==> src/rtl/serial_adder.sv <==
// serial_adder: multi-cycle WIDTH-bit adder that retires DIGIT bits per clock.
// The carry between digits is held in a register rather than rippled through.
// Build option: define SERIAL_ADDER_SUB_EN to add the sub port, which selects
// a - b - c (computed as a + ~b + !c).

// Single-bit full adder; DIGIT copies of it form the per-cycle carry chain.
module fa_lane (
    input  logic a,
    input  logic b,
    input  logic ci,
    output logic s,
    output logic co
);
    assign s  = a ^ b ^ ci;
    assign co = (a & b) | (ci & (a ^ b));
endmodule

module serial_adder #(
    parameter int WIDTH = 8,
    parameter int DIGIT = 1
) (
    input  logic             clk,
    input  logic             rst_n,
    input  logic             start,
    input  logic [WIDTH-1:0] a,
    input  logic [WIDTH-1:0] b,
    input  logic             c,
`ifdef SERIAL_ADDER_SUB_EN
    input  logic             sub,
`endif
    output logic             busy,
    output logic             done,
    output logic [WIDTH-1:0] sum,
    output logic             carry,
    output logic             ovf
);
    localparam int N  = WIDTH / DIGIT;
    localparam int CW = (N > 1) ? $clog2(N) : 1;

    typedef enum logic [1:0] {IDLE, RUN, DONE} state_t;

    // Operands as captured on an accepted start, already in add form.
    typedef struct packed {
        logic [WIDTH-1:0] a;
        logic [WIDTH-1:0] b;
    } req_t;

    state_t           state, state_nxt;
    req_t             req;
    logic [WIDTH-1:0] acc, acc_nxt;
    logic             cy;
    logic [CW-1:0]    cnt;
    logic             inv;
    logic             accept, step, last;
    logic [DIGIT:0]   ch;
    logic [DIGIT-1:0] dsum;

`ifdef SERIAL_ADDER_SUB_EN
    assign inv = sub;
`else
    assign inv = 1'b0;
`endif

    assign last = (cnt == CW'(N - 1));

    // Per-digit carry chain fed by the carry register.
    assign ch[0] = cy;
    for (genvar i = 0; i < DIGIT; i++) begin : g_lane
        fa_lane u_fa (
            .a  (req.a[i]),
            .b  (req.b[i]),
            .ci (ch[i]),
            .s  (dsum[i]),
            .co (ch[i+1])
        );
    end

    // New digit enters at the top; after N steps the LSB digit sits at bit 0.
    if (DIGIT == WIDTH) begin : g_acc_one
        assign acc_nxt = dsum;
    end else begin : g_acc_shift
        assign acc_nxt = {dsum, acc[WIDTH-1:DIGIT]};
    end

    // State register.
    always_ff @(posedge clk or negedge rst_n) begin
        if (!rst_n) state <= IDLE;
        else        state <= state_nxt;
    end

    // Next state and handshake outputs; start is only looked at outside RUN.
    always_comb begin
        state_nxt = state;
        accept    = 1'b0;
        step      = 1'b0;
        busy      = 1'b0;
        done      = 1'b0;
        case (state)
            IDLE: begin
                if (start) begin
                    accept    = 1'b1;
                    state_nxt = RUN;
                end
            end
            RUN: begin
                busy = 1'b1;
                step = 1'b1;
                if (last) state_nxt = DONE;
            end
            DONE: begin
                done = 1'b1;
                if (start) begin
                    accept    = 1'b1;
                    state_nxt = RUN;
                end else begin
                    state_nxt = IDLE;
                end
            end
            default: state_nxt = IDLE;
        endcase
    end

    // Datapath: capture, shift one digit per step, publish results on the last step.
    always_ff @(posedge clk or negedge rst_n) begin
        if (!rst_n) begin
            req   <= '0;
            acc   <= '0;
            cy    <= 1'b0;
            cnt   <= '0;
            sum   <= '0;
            carry <= 1'b0;
            ovf   <= 1'b0;
        end else if (accept) begin
            req.a <= a;
            req.b <= inv ? ~b : b;
            cy    <= inv ? ~c : c;
            acc   <= '0;
            cnt   <= '0;
        end else if (step) begin
            req.a <= req.a >> DIGIT;
            req.b <= req.b >> DIGIT;
            acc   <= acc_nxt;
            cy    <= ch[DIGIT];
            cnt   <= cnt + 1'b1;
            if (last) begin
                sum   <= acc_nxt;
                carry <= ch[DIGIT];
                // On the last step the top lane is bit WIDTH-1.
                ovf   <= ch[DIGIT] ^ ch[DIGIT-1];
            end
        end
    end
endmodule

==> config.mk <==
export PLATFORM = sky130hd
export DESIGN_NAME = serial_adder
export DESIGN_NICKNAME = d
export VERILOG_FILES = /design/src/rtl/serial_adder.sv
export SDC_FILE = /design/constraint.sdc
export NUM_CORES = 1
export LEC_CHECK = 0
export ABC_AREA = 1
export ABC_CLOCK_PERIOD_IN_PS = 1450
export BUFFER_PORTS_ARGS = -buffer_cell sky130_fd_sc_hd__buf_4
export CORE_UTILIZATION = 55
export CTS_BUF_LIST = sky130_fd_sc_hd__clkbuf_8
export DETAILED_ROUTE_END_ITERATION = 16
export MAX_ROUTING_LAYER = met4
export PLACE_DENSITY = 0.81
export SYNTH_ARGS = -nofsm -noshare
export SYNTH_HDL_FRONTEND = slang
export SYNTH_SLANG_ARGS = --single-unit
==> constraint.sdc <==
create_clock -name clk -period 1.45 [get_ports clk]
set_clock_uncertainty 0.05 [all_clocks]
set_input_delay 0.0725 -clock clk [delete_from_list [all_inputs] [get_ports clk]]
set_output_delay 0.0725 -clock clk [all_outputs]
set_load 0.03 [all_outputs]
==> results.sh <==
export IMPL_cp_end_kind="primary output"
export IMPL_setup_worst_path_start="state[0]"
export IMPL_cpLargestDelayFamily="flip-flops"
export IMPL_die_y_um=59.1
export IMPL_cts_root_buf="clkbuf_8"
export IMPL_synth_distinct_cells=16
export IMPL_p_leak_nw=1.23
export IMPL_htree_levels=2
export IMPL_max_cap_viol_count=0
export IMPL_cts_buffers=5
export IMPL_finalSetupTns_ps=0
export IMPL_path_cells="inv_2, nor2_4, buf_4"
export IMPL_drive_gt1_share_pct=20.5
export IMPL_slew_headroom_pct=67.8
export IMPL_yosysSeqAreaShare_pct=54.5
export IMPL_avgSynthCellArea_sq_um=8.45
export IMPL_r2r_slack_ps=100
export IMPL_r2r_worst_path_cells=5
export IMPL_whs_ps=8.84
export IMPL_setup_viol=0
export IMPL_cp_slowest_cell="dfrtp_1"
export IMPL_vias=1551
export IMPL_routed_wl_um=3720
export IMPL_cts_buffer_depth=2
export IMPL_clkTransAtPathRegs_ps=70
export IMPL_die_area_sq_um=3490
export IMPL_start_kind="flip-flop"
export IMPL_synth_nets=235
export IMPL_drtIter0Drc=71
export IMPL_grt_max_degree=40
export IMPL_ys_ff_latch=39
export IMPL_viasPerCell=5.14
export IMPL_synth_most_common_cell="nand2_1"
export IMPL_antenna_found_initial=0
export IMPL_post_route_drc_count=0
export IMPL_max_freq_ghz=0.737
export IMPL_path_max_fanout=6
export IMPL_syn_inst=212
export IMPL_antennaDiodeCount=0
export IMPL_start_util_pct=58.2
export IMPL_final_period_utilization_pct=93.6
export IMPL_synthTopCellsByArea="dfrtp_1, nand2_1, nand3_1, buf_4, inv_1"
export IMPL_slew_viol_final=0
export IMPL_max_stage_delay_ps=460
export IMPL_firstDrtPassIters=4
export IMPL_path_buf_inv=2
export IMPL_synth_edf_count=0
export IMPL_clock_latency_ps=290
export IMPL_hold_class="in2reg"
export IMPL_r2r_start="cy"
export IMPL_cp_required_ps=1330
export IMPL_dpl_cell_area_sq_um=2050
export IMPL_synth_main_ff_cell="dfrtp_1"
export IMPL_hold_viol=0
export IMPL_area_growth_syn_to_layout_pct=26.2
export IMPL_yosysWarnings=0
export IMPL_nNetsFinal=281
export IMPL_ios=32
export IMPL_fp_dieW_um=59.1
export IMPL_final_area_sq_um=2260
export IMPL_final_antenna_net_count=0
export IMPL_whs_path_depth=5
export IMPL_syn_cell_area_sq_um=1790
export IMPL_critical_path_class="reg2out"
export IMPL_yosysTopAreaCell="dfrtp_1"
export IMPL_grt_pass1_vias=1421
export IMPL_rsz0062_at_grt="false"
export IMPL_overflow=0
export IMPL_r2r_end="ovf"
export IMPL_hold_end="req[12]"
export IMPL_ir_worst_vdd_v=0.000974
export IMPL_finalWeightedCongestion=0.728
export IMPL_grt_usage_pct=24.7
export IMPL_core_area_sq_um=3080
export IMPL_netlist_top_cells_count="nand2_1, nand3_1, dfrtp_1"
export IMPL_hpwl_um=2290
export IMPL_clock_sinks=39
export IMPL_async_flop_share_pct=100
export IMPL_cts_tree="done"
export IMPL_postLayoutCoreUtil_pct=73.5
export IMPL_pwr_density_cell_nw_per_um2=2140
export IMPL_avgRoutedWirePerCell_um=12.3
export IMPL_worstMarginPinSlew_ps=484
export IMPL_yosysTopAreaCellShare_pct=54.5
export IMPL_grt_pass1_wl_um=6170
export IMPL_hp_start="a[4]"
export IMPL_fp_row_count=20
export IMPL_total_power_w=0.00484
export IMPL_io_buffers=31
export IMPL_min_period_ps=1360
export IMPL_cts_setup_buffers=0
export IMPL_status="finished clean"
export IMPL_critPathArrivalTime_ps=1240
## worst max-delay path by stage
stage / end / cells after the start
finish: busy / 3
CTS: sum[2] / 6
global route: ovf / 5
detailed placement: sum[2] / 6
global placement: ovf / 6
floorplan: carry / 7
## worst min-delay path, cell delays in order
cell and delay [ps]:
buf_4 80, inv_1 30, nand2_1 50, nand2_1 50
nand2_1 40
## stage by stage
step	instances	setup slack [ps]
after floorplan	212	158
after global placement	283	-58.5
after detailed placement	283	-115
after CTS	302	64.6
after global routing	302	19.7
final	302	92.5
## layer usage
| layer | GRT usage (%) | vias up | part of all wire (%) | routed length (um) |
|---|---|---|---|---|
| met2 | 38.8 | 53 | 51 | 1890 |
| li1 | - | 755 | - | - |
| met1 | 30.5 | 736 | 42 | 1570 |
| met4 | 9.52 | 0 | 1.5 | 54 |
| met5 | - | - | 0 | 0 |
| met3 | 6.99 | 7 | 5.5 | 205 |
## flip-flops by register name (all words and copies together), names as in the netlist
register  count
cy            1
state         2
carry         1
req          16
ovf           1
acc           7
sum           8
cnt           3
## power by group
group | internal (W) | switching (W) | total, W
logic | 0.000845 | 0.00134 | 0.00219
clock network | 0.000373 | 0.000354 | 0.000726
registers | 0.00160 | 0.000331 | 0.00193
total | 0.00282 | 0.00203 | 0.00484
## cell type report
| class | count | area, sq um |
|---|---|---|
| fillers | 238 | 817 |
| clock buffers | 6 | 82.6 |
| inverters | 11 | 41.3 |
| clock inverters | 1 | 5.00 |
| repair buffers | 50 | 405 |
| flip-flops and latches | 39 | 976 |
| well taps | 44 | 55.1 |
| multi-input cells | 151 | 696 |
## cell families (layout without fill, tap and decap cells)
family / count (synthesis) / in the layout / synth area share (%)
adders and majority gates: 3 / 3 / 2.51
DFF: 39 / 39 / 54.5
buffers and inverters: 22 / 68 / 7.12
and+or+nand+nor: 146 / 146 / 35.3
AOI/OAI and AO/OA: 2 / 2 / 0.558
## cells in the final DEF, fill, tap and decap left out
cell / n
buf_4: 38
clkbuf_8: 6
clkinv_2: 1
dfrtp_1: 39
dlygate4sd3_1: 12
fa_1: 1
ha_1: 2
inv_1: 9
inv_2: 2
nand2_1: 95
nand2_2: 1
nand2_4: 2
nand3_1: 42
nor2_1: 3
nor2_4: 3
o21ai_0: 1
o21ai_1: 1
## repair_timing
action	in CTS	in global routing
resized for setup	1	1
endpoints found under the setup margin	11	10
gates cloned	0	0
hold buffers	12	0
hold endpoints to repair	50	0
Note: power is estimated with default switching activity, not from simulation.
